===== src/rtl/inv_round_tail.sv =====
// inv_round_tail -- decryption-side AES-128 round tail.
//
// Takes a 128-bit state that has already been through InvSubBytes and
// applies InvShiftRows, AddRoundKey and (unless last_round) InvMixColumns.
//
// Byte k = 4*c + r (column c, row r) lives in bits [8k+7:8k] of every
// 128-bit bus.
//
// Build option (macro INV_ROUND_PIPE2_EN):
//   defined   : two registered stages, 2-cycle latency. S1 holds the
//               shifted+keyed state, S2 holds the InvMixColumns/bypass result.
//   undefined : whole function computed combinationally into one output
//               register, 1-cycle latency.
//
// Ports:
//   clk        in   clock, rising edge
//   rst        in   synchronous active-high reset
//   in_valid   in   input beat present
//   in_ready   out  beat accepted this cycle when in_valid is also high
//   state_isb  in   [127:0] state after InvSubBytes
//   round_key  in   [127:0] round key, captured with the beat
//   last_round in   1 = final round, InvMixColumns skipped
//   out_valid  out  result present
//   out_ready  in   downstream takes the result this cycle
//   state_out  out  [127:0] round result
//
// Handshake: a transfer happens on a rising edge where valid and ready are
// both high. A producer holding valid keeps its data stable until that
// edge; out_valid never drops without a transfer except on reset. in_ready
// is combinational in out_ready so a full pipe can accept and drain in the
// same cycle.

module inv_round_tail (
  input  logic         clk,
  input  logic         rst,
  input  logic         in_valid,
  output logic         in_ready,
  input  logic [127:0] state_isb,
  input  logic [127:0] round_key,
  input  logic         last_round,
  output logic         out_valid,
  input  logic         out_ready,
  output logic [127:0] state_out
);

  function automatic logic [7:0] xt(input logic [7:0] a);
    xt = {a[6:0], 1'b0} ^ (a[7] ? 8'h1b : 8'h00);
  endfunction

  // out[r][c] = in[r][(c - r) mod 4]
  function automatic logic [127:0] inv_shift_rows(input logic [127:0] s);
    logic [127:0] o;
    o = '0;
    for (int c = 0; c < 4; c++) begin
      for (int r = 0; r < 4; r++) begin
        o[8*(4*c+r) +: 8] = s[8*(4*((c - r + 4) % 4) + r) +: 8];
      end
    end
    inv_shift_rows = o;
  endfunction

  // Coefficients 09/0b/0d/0e built from x2, x4, x8 of each byte.
  function automatic logic [31:0] inv_mix_col(input logic [31:0] col);
    logic [7:0] a   [4];
    logic [7:0] m9  [4];
    logic [7:0] mb  [4];
    logic [7:0] md  [4];
    logic [7:0] me  [4];
    logic [7:0] x2, x4, x8;
    logic [31:0] o;
    o = '0;
    for (int r = 0; r < 4; r++) begin
      a[r]  = col[8*r +: 8];
      x2    = xt(a[r]);
      x4    = xt(x2);
      x8    = xt(x4);
      m9[r] = x8 ^ a[r];
      mb[r] = x8 ^ x2 ^ a[r];
      md[r] = x8 ^ x4 ^ a[r];
      me[r] = x8 ^ x4 ^ x2;
    end
    for (int r = 0; r < 4; r++) begin
      o[8*r +: 8] = me[r] ^ mb[(r + 1) % 4] ^ md[(r + 2) % 4] ^ m9[(r + 3) % 4];
    end
    inv_mix_col = o;
  endfunction

  function automatic logic [127:0] inv_mix_columns(input logic [127:0] s);
    logic [127:0] o;
    o = '0;
    for (int c = 0; c < 4; c++) begin
      o[32*c +: 32] = inv_mix_col(s[32*c +: 32]);
    end
    inv_mix_columns = o;
  endfunction

  logic         accept;
  logic [127:0] keyed;

  assign accept = in_valid & in_ready;
  assign keyed  = inv_shift_rows(state_isb) ^ round_key;

`ifdef INV_ROUND_PIPE2_EN

  logic         s1_valid_q, s1_valid_d;
  logic [127:0] s1_data_q,  s1_data_d;
  logic         s1_last_q,  s1_last_d;
  logic         s2_valid_q, s2_valid_d;
  logic [127:0] s2_data_q,  s2_data_d;
  logic         s2_load;

  // S1 moves into S2 when S2 is empty or is draining this cycle.
  assign s2_load  = s1_valid_q & (~s2_valid_q | out_ready);
  assign in_ready = ~s1_valid_q | s2_load;

  always_comb begin
    s1_valid_d = s1_valid_q;
    s1_data_d  = s1_data_q;
    s1_last_d  = s1_last_q;
    s2_valid_d = s2_valid_q;
    s2_data_d  = s2_data_q;
    if (accept) begin
      s1_valid_d = 1'b1;
      s1_data_d  = keyed;
      s1_last_d  = last_round;
    end else if (s2_load) begin
      s1_valid_d = 1'b0;
    end
    if (s2_load) begin
      s2_valid_d = 1'b1;
      s2_data_d  = s1_last_q ? s1_data_q : inv_mix_columns(s1_data_q);
    end else if (out_ready) begin
      s2_valid_d = 1'b0;
    end
  end

  always_ff @(posedge clk) begin
    if (rst) begin
      s1_valid_q <= 1'b0;
      s1_data_q  <= '0;
      s1_last_q  <= 1'b0;
      s2_valid_q <= 1'b0;
      s2_data_q  <= '0;
    end else begin
      s1_valid_q <= s1_valid_d;
      s1_data_q  <= s1_data_d;
      s1_last_q  <= s1_last_d;
      s2_valid_q <= s2_valid_d;
      s2_data_q  <= s2_data_d;
    end
  end

  assign out_valid = s2_valid_q;
  assign state_out = s2_data_q;

`else

  logic         o_valid_q, o_valid_d;
  logic [127:0] o_data_q,  o_data_d;

  assign in_ready = ~o_valid_q | out_ready;

  always_comb begin
    o_valid_d = o_valid_q;
    o_data_d  = o_data_q;
    if (accept) begin
      o_valid_d = 1'b1;
      o_data_d  = last_round ? keyed : inv_mix_columns(keyed);
    end else if (out_ready) begin
      o_valid_d = 1'b0;
    end
  end

  always_ff @(posedge clk) begin
    if (rst) begin
      o_valid_q <= 1'b0;
      o_data_q  <= '0;
    end else begin
      o_valid_q <= o_valid_d;
      o_data_q  <= o_data_d;
    end
  end

  assign out_valid = o_valid_q;
  assign state_out = o_data_q;

`endif

endmodule


===== config.mk =====
export PLATFORM = sky130hd
export DESIGN_NAME = inv_round_tail
export DESIGN_NICKNAME = d
export VERILOG_FILES = /design/src/rtl/inv_round_tail.sv
export SDC_FILE = /design/constraint.sdc
export NUM_CORES = 1
export LEC_CHECK = 0
export BUFFER_PORTS_ARGS = -buffer_cell sky130_fd_sc_hd__buf_2
export CAP_MARGIN = 40
export CORE_MARGIN = 1.5
export CORE_UTILIZATION = 36
export CTS_CLUSTER_DIAMETER = 80
export DETAILED_ROUTE_END_ITERATION = 8
export SLEW_MARGIN = 25
export SYNTH_ARGS = -nofsm -noshare
export SYNTH_HDL_FRONTEND = slang
export SYNTH_SLANG_ARGS = --single-unit

===== constraint.sdc =====
create_clock -name clk -period 3.2 [get_ports clk]
set_input_delay 0.48 -clock clk [delete_from_list [all_inputs] [get_ports clk]]
set_output_delay 0.48 -clock clk [all_outputs]
set_load 0.005 [all_outputs]

* Word level (Yosys, flattened, before mapping)
Index checks and enable logic that the tools add are counted. W data, S select, Z words.
Word-level totals: register bits 129, input port bits 261, output and inout port bits 130, logic and storage cells 250
Operators by class: muxes and demuxes 51, bitwise gates (word level) 196, reduce and logical (&&, ||, !) cells 1
Operator list (count):
- $xor A8 B8 Y8 | 144
- $xor A8 B5 Y8 | 48
- $mux W5 | 48
- $mux W128 | 1
- $xor A128 B128 Y128 | 1
- $mux W1 | 2
- $reduce_bool A2 Y1 | 1
- $and A1 B1 Y1 | 1
- $not A1 Y1 | 1
- $or A1 B1 Y1 | 1

* Longest topological paths before layout
Gate-level depths: netlist (run 1).
depth in word-level cells 13, depth in mapped cells 8, gate-level depth less buffers 7

* Worst setup path before layout (run 1)
No wires, ideal clock.
kind input-to-reg, start input round_key[62], end register o_data_q[44] (netlist: state_out[44]), arrival time 2604 ps, data required time 3082 ps, slack 479 ps, stages on the path 7, buffers on the path 0, cell sequence xnor2_2 -> xnor3_1 -> xor2_1 -> xor2_1 -> xnor3_1 -> mux2i_1 -> o21ai_1
On the way: cells in the longest elaborated chain, start to end 10
RTL lines:
- from (decl) | RTL line 39 | input logic [127:0] round_key,
- $xor A128 B128 Y128 (*) | RTL line 101 | assign keyed = inv_shift_rows(state_isb) ^ round_key;
- $xor A8 B5 Y8 (*) | RTL line 47 | xt = {a[6:0], 1'b0} ^ (a[7] ? 8'h1b : 8'h00);
- $mux W5 (*) | RTL line 47
- $xor A8 B5 Y8 (*) | RTL line 47
- $xor A8 B5 Y8 | RTL line 47
- $xor A8 B8 Y8 (*) (2 in a row) | RTL line 79 | md[r] = x8 ^ x4 ^ a[r];
- $xor A8 B8 Y8 (*) (2 in a row) | RTL line 83 | o[8*r +: 8] = me[r] ^ mb[(r + 1) % 4] ^ md[(r + 2) % 4] ^ m9[(r + 3) % 4];
- $mux W128 (*) | RTL line 168 | o_data_d = last_round ? keyed : inv_mix_columns(keyed);
- to (signal assigned) | RTL line 180 | o_data_q <= o_data_d;
- to (decl) | RTL line 159 | logic [127:0] o_data_q, o_data_d;
Every way passes the cells marked *; elsewhere a longest branch is shown, timed or not. A chain may end at the register's enable or synchronous reset.

* Worst setup path after layout (run 1)
start input round_key[38], end register o_data_q[51] (netlist: state_out[51])
On the way: cells in the longest elaborated chain, start to end 9
RTL lines (RTL line):
- $xor A128 B128 Y128 | 101
- $xor A8 B5 Y8 | 47
- $mux W5 | 47
- $xor A8 B5 Y8 | 47
- $xor A8 B8 Y8 (2 in a row) | 79
- $xor A8 B8 Y8 (2 in a row) | 83
- $mux W128 | 168
Every way passes these cells.

==> results.txt, run 1 <==
overall routing resource usage: 24.4%
grt ovf: 0
placed inst area: 18700 sq um
Core Rows: 74
area of the core: 41000 sq um
commonest non-fill, non-tap cells in the layout: xnor2_1, buf_2, nand2_1
Pleak: 8.25 nW
Critical Setup Path Class: in2reg
post-layout util: 47.0%
Antenna Cells: 0
Die W: 207 um
CTS tree: built
Design Area, Final: 19300 sq um
switch share: 42.0%
maxcap violations: 0
PostCTS Resize Cnt: 0
sw power: 0.00657 W
clock slew seen by the registers of the worst setup and hold paths: 60 ps
buffer depth of the longest clock path: 2
RSZ-0062 raised after global routing: no
layout cells sized above 1: 30.1%
die area: 43000 sq um
first drt pass iteration count: 7
Reg2Reg Depth: 5
number of global-route vias before repair: 13200
clock sink count: 129
maximum net fanout on the critical path: 7
commonest non-fill, non-tap cell in the layout: xnor2_1
clock power share: 12.2%
Final Slew Violations: 0
hold path depth: 3
syn_area_per_cell: 9.39 sq um
Post-Synthesis Cells: 1603
cell-internal power: 0.00907 W
P&R area growth vs syn: 28.1%
initial drt markers: 700
Worst-Margin Slew: 827 ps
Peak VDD IR: 0.000359 V
Setup Skew: 8.08 ps
failing checks: DRC
outcome: finished, violations left
FF+latch count, synth: 129
wire length per cell: 19.4 um
initial antenna violation count: 0
largest net degree at the start of global routing: 134
Routed Antenna Nets: 0
setup TNS: 0 ps
Comb pwr share: 73.6%
CP Data Arrival Time: 2770 ps
fin crit share: 75.2%
top-level port count: 391
CTS H-Tree Depth: 4
Final Wtd Congestion: 0.953
Hold-fix buffers, CTS: 0
via/cell ratio: 4.77
max_slew headroom: 44.5%
Setup crit end kind: register
net count after synthesis: 1864
PortBufs: 390
DRC: 20
Root Driver: clkbuf_16
Die Y-Extent: 207 um
initial core utilization: 36.7%
Final Hold Viols: 0
Hold WC Path Type: in2reg
worst skew pair latency: 500 ps
WL final: 51700 um
Final Setup Violations: 0
setup bufs post-CTS: 0
Mapped Area: 15000 sq um
Via Count: 12700
pwr dens: 811 nW/um^2
CTS buffer count: 17
placed insts: 2629
Hold Slack: 271 ps
required time worst endpoint: 3560 ps
fmax: 0.415 GHz
net total in the final layout: 2377
Flop pwr share: 14.2%
YS warnings: 0
Final HPWL DP: 42000 um
Startpoint Class: primary input
first-pass GRT wire length: 79400 um
sequential area share after synthesis: 17.2%
min Tclk post-route: 2410 ps
filler-free cell count of the finished design: 2660
post-synthesis cell type count: 35
critical path: stages:
cell,delay [ps]
buf_2,130
xor2_4,290
xnor3_2,520
xnor2_2,210
xnor3_1,480
xnor3_1,380
o211ai_1,210
a21oi_2,70
Yosys cell counts, drive strengths merged:
cell type,count,area (sq um)
o21ai,15,75.1
xor2,157,1420
nand2b,1,6.26
clkbuf,62,233
o221ai,7,61.3
a211oi,1,12.5
and3,2,12.5
a32oi,9,78.8
inv,4,15.0
xor3,5,119
o211ai,93,698
a21oi,108,544
nor2,21,78.8
a22oi,9,67.6
buf,7,28.8
and2,1,6.26
xnor3,82,1850
xnor2,670,6280
mux2i,1,10.0
or3,1,6.26
o2bb2ai,2,17.5
nor2b,1,6.26
o22ai,10,62.6
nor3b,1,7.51
nand3,3,15.0
nand2,201,754
dfxtp,129,2580
area by class of cell:
cell class	instances	area, sq um
Fill cell	4060	21700
Inverter	4	15.0
Sequential cell	129	2580
Multi-Input combinational cell	1401	12200
Clock buffer	25	475
Timing Repair Buffer	563	3280
Tap cell	532	666
Clock inverter	6	57.6
flip-flops by register name, indices dropped and copies added (netlist names):
name,flops
out_valid,1
state_out,128
path summary, 6_finish.rpt:
check / slack [ps] / endpoint / start
min reg2reg: 450 / state_out[121] / state_out[121]
min: 270 / out_valid / in_valid
max: 790 / state_out[51] / round_key[38]
max reg2reg: 1340 / state_out[40] / out_valid
cells by family (layout without fill, tap and decap cells):
logic type / count (synthesis) / count (layout) / synth area share [%]
AO/OA/AOI/OAI: 254 / 254 / 10.8
XOR/XNOR: 914 / 914 / 64.2
flip-flops: 129 / 129 / 17.2
AND/OR/NAND/NOR: 232 / 232 / 5.94
buffers and inverters: 73 / 598 / 1.84
multiplexers: 1 / 1 / 0.0665
routing by layer:
layer  share of wire [%]  track usage, %  wire, um  up-vias
met5                   0               0         0        -
met4                 2.2            7.83      1150        0
met3                 5.2            4.96      2710       48
met2                  48            40.6     24600      380
met1                  45            31.5     23200     5978
li1                    -               -         -     6295
power groups by stage:
stage / clock (W) / sequential, W / combinational [W]
after global routing: 0.00204 / 0.00227 / 0.0123
after floorplan: 0 / 0.00228 / 0.00837
after CTS: 0.00198 / 0.00222 / 0.0116
final: 0.00190 / 0.00222 / 0.0115
after global placement: 0 / 0.00224 / 0.0115
after detailed placement: 0 / 0.00225 / 0.0115
metrics by stage:
| step | worst slack, ps | total power [W] |
|---|---|---|
| CTS | 831 | 0.0158 |
| finish | 792 | 0.0156 |
| detailed placement | 295 | 0.0137 |
| global placement | 317 | 0.0137 |
| floorplan | 479 | 0.0107 |
| global route | 680 | 0.0166 |
Note: power is estimated with default switching activity, not from simulation.
==> inputs of run 2 (changes only) <==
Settings changed: ABC_AREA set to 1.
Clock period 3.2 ns to 2.4 ns, I/O delays scaled along.
==> run 2 against run 1 <==
  * The flow now finishes without violations
  * Synthesized area increased by 48%
  * Utilization decreased by 0.26 points
  * Via count increased by 110%
  * Non-clock buffer count increased by 232
  * Register-to-register slack got worse by 690 ps
  * Worst hold slack got worse by 2.1 ps
  * Clock power increased by 43%
  * Power increased by 26%
  * Sequential cell count unchanged
  * Worst setup slack got worse by 430 ps
  * Global-route usage increased by 5.9 points
  * Design area increased by 49%
  * Critical path type unchanged
==> results.txt, run 2 <==
Post-synth EDFFs: 0
initial antenna violation count: 6
Setup crit end kind: register
Pleak: 16.2 nW
PortBufs: 390
Hold WC Path Type: in2reg
Setup Skew: 10.4 ps
reg2reg start: out_valid
sequential area share after synthesis: 11.6%
fmax: 0.492 GHz
Crit. path cell count: 19
net count after synthesis: 4147
placed insts: 5400
die area: 63400 sq um
Most common cell on crit path: nand2_1
net total in the final layout: 4890
worst skew pair latency: 490 ps
Post-Synthesis Cells: 3886
largest cells by area after synthesis: nand2_1, xor2_1, dfxtp_1
switch share: 52.0%
Critical Path End: state_out[75]
Critical Path, Cell by Cell: buf_2, inv_1, nand2_1, nand2_1, nand2_1, nand2_1, buf_4, nand2_1, nand2_1, nand2_1, nand2_1, inv_1, nand2_1, nand2_1, nand3_1, nand2_1, nand2_1, nand2_1, a21oi_1
Reg2Reg Setup Slack: 650 ps
Final Hold Viols: 0
Flop pwr share: 13.5%
Startpoint Class: primary input
slowest CP cell: nand2_1
Pwr Total: 0.0197 W
setup TNS: 0 ps
CP Data Arrival Time: 2460 ps
wire length per cell: 17.9 um
Critical Setup Path Class: in2reg
Mapped Area: 22300 sq um
CP Buf/Inv Count: 4
CP top delay family: simple AND/OR/NAND/NOR gates
commonest non-fill, non-tap cells in the layout: nand2_1, xor2_1, nand3_1, buf_4, buf_2
CTS buffer count: 17
clock sink count: 129
PostCTS Resize Cnt: 0
Final HPWL DP: 80900 um
area of the multi-input gates: 18100 sq um
maxcap violations: 0
top cells by count, synth: nand2_1, xor2_1, nand3_1
pwr dens: 684 nW/um^2
YS warnings: 0
RSZ-0062 raised after global routing: no
top-level port count: 391
required time worst endpoint: 2830 ps
Worst-Margin Slew: 828 ps
Comb pwr share: 72.7%
layout cells sized above 1: 21.4%
first drt pass iteration count: 9
share of the synthesized area in the top cell type: 29.7%
Final Setup Violations: 0
worst reg2reg endpoint: state_out[95]
area of the core: 61500 sq um
first-pass GRT wire length: 146000 um
overall routing resource usage: 30.3%
clock slew seen by the registers of the worst setup and hold paths: 70 ps
grt ovf: 0
CTS tree: built
max_slew headroom: 44.8%
syn_area_per_cell: 5.73 sq um
buffer depth of the longest clock path: 2
min Tclk post-route: 2030 ps
P&R area growth vs syn: 29.0%
sw power: 0.0102 W
setup bufs post-CTS: 0
Hold Slack: 268 ps
Fillers: 6676
WL final: 97200 um
Final Slew Violations: 0
Critical Path Start: round_key[93]
Die Y-Extent: 252 um
outcome: complete, no violations
post-synthesis cell type count: 37
initial drt markers: 2230
number of global-route vias before repair: 24600
Async S/R FF share, synth: 0%
clock power share: 13.8%
Die W: 252 um
maximum net fanout on the critical path: 5
Peak VDD IR: 0.000575 V
Via Count: 26700
cell-internal power: 0.00944 W
Routed Antenna Nets: 0
min-delay src: out_ready
Largest register FFs: 128
commonest non-fill, non-tap cell in the layout: nand2_1
largest net degree at the start of global routing: 130
fin crit share: 84.8%
most frequent cell after synthesis: nand2_1
Hold-fix buffers, CTS: 0
Core Rows: 91
via/cell ratio: 4.92
filler-free cell count of the finished design: 5437
top_reg_cell synth: dfxtp_1
register area: 2580 sq um
initial core utilization: 36.2%
DRC: 0
Root Driver: clkbuf_16
Reg2Reg Depth: 7
FF+latch count, synth: 129
Final Wtd Congestion: 1.01
CTS H-Tree Depth: 4
Synth area leader: nand2_1
crit-path max cell delay: 320 ps
run 2: worst min-delay path by stage:
| stage | endpoint | cells past startpoint | slack (ps) |
|---|---|---|---|
| floorplan | state_out[78] | 2 | 460 |
| global placement | state_out[48] | 2 | 450 |
| detailed placement | state_out[17] | 2 | 450 |
| CTS | out_valid | 4 | 240 |
| global route | out_valid | 4 | 280 |
| finish | out_valid | 4 | 270 |
run 2: layout make-up:
class | instances | share of cell area (%)
diodes | 5 | 0.0435
clock buffers | 18 | 1.49
clock inverters | 14 | 0.462
inverters | 339 | 4.45
multi-input cells | 3347 | 63.0
flip-flops and latches | 129 | 8.99
well taps | 790 | 3.44
repair buffers | 795 | 18.1
run 2: power groups by stage:
stage / registers [W] / clock network [W] / logic (W)
detailed placement: 0.00270 / 0 / 0.0140
global placement: 0.00269 / 0 / 0.0140
global route: 0.00268 / 0.00283 / 0.0157
floorplan: 0.00266 / 0 / 0.00884
CTS: 0.00265 / 0.00278 / 0.0141
finish: 0.00265 / 0.00271 / 0.0143
run 2: cell families after synthesis:
family / synth area share, %
buffers and inverters: 7.15
and+or+nand+nor: 42.9
AOI/OAI and AO/OA: 7.13
DFF: 11.6
xor gates and xnor gates: 31.2
run 2: per-stage QoR:
stage                     util, %  setup slack [ps]  area, sq um
final                        46.7               365        28700
after global routing         46.7               159        28700
after CTS                    46.7               439        28700
after detailed placement     45.8             -90.0        28200
after global placement       45.8             -84.7        28200
after floorplan                 -               396        22300
run 2: worst register-to-register path, stage by stage (launching register included):
cell and delay (ps):
dfxtp_1 310, nand2_1 170, nand2_4 100, inv_4 190, buf_4 350, o21ai_0 250
o21bai_1 220, a21oi_1 110
run 2: routing by layer:
metal | GRT usage [%] | up-vias | share of wire, %
met5 | 0 | - | 0.010
met1 | 39.5 | 12100 | 43
met2 | 50.4 | 989 | 46
met4 | 12.4 | 2 | 4.0
met3 | 3.78 | 155 | 6.8
li1 | - | 13500 | -
==> inputs of run 3 (changes only) <==
Settings changed: ABC_AREA 1 to 0.
Clock period 2.4 ns to 1.6 ns, I/O delays scaled along.
==> run 3 against run 2 <==
  * The flow now finishes with violations (DRC, setup timing)
  * Combinational power grew 150%
  * First-iteration DRC count shrank 60%
  * Critical path depth shrank 8
  * Clock-buffer cell count grew 2
  * Non-clock buffer count grew 219
  * Critical path type unchanged
  * Critical endpoint is now state_out[46]
  * Largest power group unchanged
==> results.txt, run 3 (synthesis gave the netlist of run 1 again) <==
outcome: finished, violations left
failing checks: DRC, setup timing
Largest register FFs: 128
CTS tree: built
top-level port count: 391
clock sink count: 129
Setup crit end kind: register
initial core utilization: 36.7%
fmax: 0.548 GHz
maximum net fanout on the critical path: 3
min Tclk post-route: 1830 ps
net total in the final layout: 2828
Final Slew Violations: 0
maxcap violations: 0
WL final: 64800 um
Die Y-Extent: 207 um
CP top delay family: XOR/XNOR gates
CTS buffer count: 17
Critical Setup Path Class: in2reg
Routed Antenna Nets: 0
RSZ-0062 raised after global routing: yes
final worst slack: -226 ps
layout cells sized above 1: 59.9%
cell-internal power: 0.0261 W
initial drt markers: 890
pwr dens: 1450 nW/um^2
Critical Path, Cell by Cell: buf_8, xnor2_4, buf_6, buf_6, xnor2_2, buf_6, xnor2_4, xnor3_1, xor2_1, o211ai_1, a21oi_1
Comb pwr share: 80.9%
wire length per cell: 20.8 um
fin crit share: 114%
Die W: 207 um
switch share: 40.1%
Worst-Margin Slew: 475 ps
largest net degree at the start of global routing: 92
overall routing resource usage: 27.7%
Most common cell on crit path: buf_6
grt ovf: 0
Antenna Cells: 0
first-pass GRT wire length: 90800 um
Hold WC Path Type: in2reg
number of global-route vias before repair: 15700
commonest non-fill, non-tap cells in the layout: buf_4, xnor2_1, buf_2
Peak VDD IR: 0.000699 V
max_slew headroom: 68.1%
Final Setup Violations: 95
required time worst endpoint: 1930 ps
commonest non-fill, non-tap cell in the layout: buf_4
sw power: 0.0175 W
first drt pass iteration count: 9
Core Rows: 74
Flop pwr share: 10.4%
PortBufs: 390
Hold Slack: 58.2 ps
initial antenna violation count: 0
Final HPWL DP: 47500 um
Place WS: -853 ps
Hold-fix buffers, CTS: 0
Via Count: 15400
clock slew seen by the registers of the worst setup and hold paths: 70 ps
Final Hold Viols: 0
DRC: 17
Root Driver: clkbuf_16
crit-path max cell delay: 440 ps
via/cell ratio: 4.93
worst skew pair latency: 460 ps
Startpoint Class: primary input
buffer depth of the longest clock path: 2
Pwr Total: 0.0436 W
slowest CP cell: xnor3_1
Final Wtd Congestion: 0.952
Pleak: 13.3 nW
CP Buf/Inv Count: 4
die area: 43000 sq um
area of the core: 41000 sq um
P&R area growth vs syn: 99.4%
CTS H-Tree Depth: 4
CP Data Arrival Time: 2160 ps
Setup Skew: 9.34 ps
clock power share: 8.8%
run 3: metrics by stage:
stage	area (sq um)	utilization, %	std cells	setup TNS (ps)
3_3_place_gp	23900	58.4	2940	-69910
3_5_place_dp	23900	58.4	2940	-71390
6_report	30000	73.1	3112	-8750
2_1_floorplan	17500	-	1603	-24580
4_1_cts	27100	66.0	3061	-4480
5_1_grt	30000	73.1	3112	-14680
run 3: worst paths after layout:
check                               startpoint             to  slack [ps]  depth (start not counted)
worst max-delay path            state_isb[118]  state_out[46]        -230                         11
worst min-delay path                  in_valid      out_valid          60                          3
worst max register to register       out_valid  state_out[46]          90                          5
worst min register to register   state_out[22]  state_out[22]         450                          2
run 3: cell type report:
cell class              count  area [sq um]
multi-input cells        1401         17700
fillers                  2699         11000
repair buffers           1014          8440
flip-flops and latches    129          2580
well taps                 532           666
clock buffers              20           447
clock inverters            12           110
inverters                   4          15.0
run 3: power by group through the flow:
stage / combinational, W / sequential (W) / clock, W
global route: 0.0371 / 0.00460 / 0.00402
CTS: 0.0310 / 0.00452 / 0.00390
detailed placement: 0.0276 / 0.00457 / 0
global placement: 0.0274 / 0.00455 / 0
floorplan: 0.0180 / 0.00456 / 0
finish: 0.0353 / 0.00452 / 0.00383
run 3: metal layers:
layer / global-route usage [%] / share of wire [%]
met1: 34.1 / 39
met2: 49.7 / 52
met3: 3.84 / 4.9
met4: 8.77 / 3.5
met5: 0 / 0
run 3: repair_timing:
item                       CTS  global route
buffers inserted           100            73
gates resized for setup    338           399
setup endpoints to repair   98           125
hold endpoints to repair     0             0
pin swaps                  216           307
run 3: worst reg2reg max path: stages, from the launching register on:
cell and delay [ps]:
dfxtp_1 310, nand2b_1 160, and2_4 300, buf_12 280, o211ai_1 220, a21oi_1 180
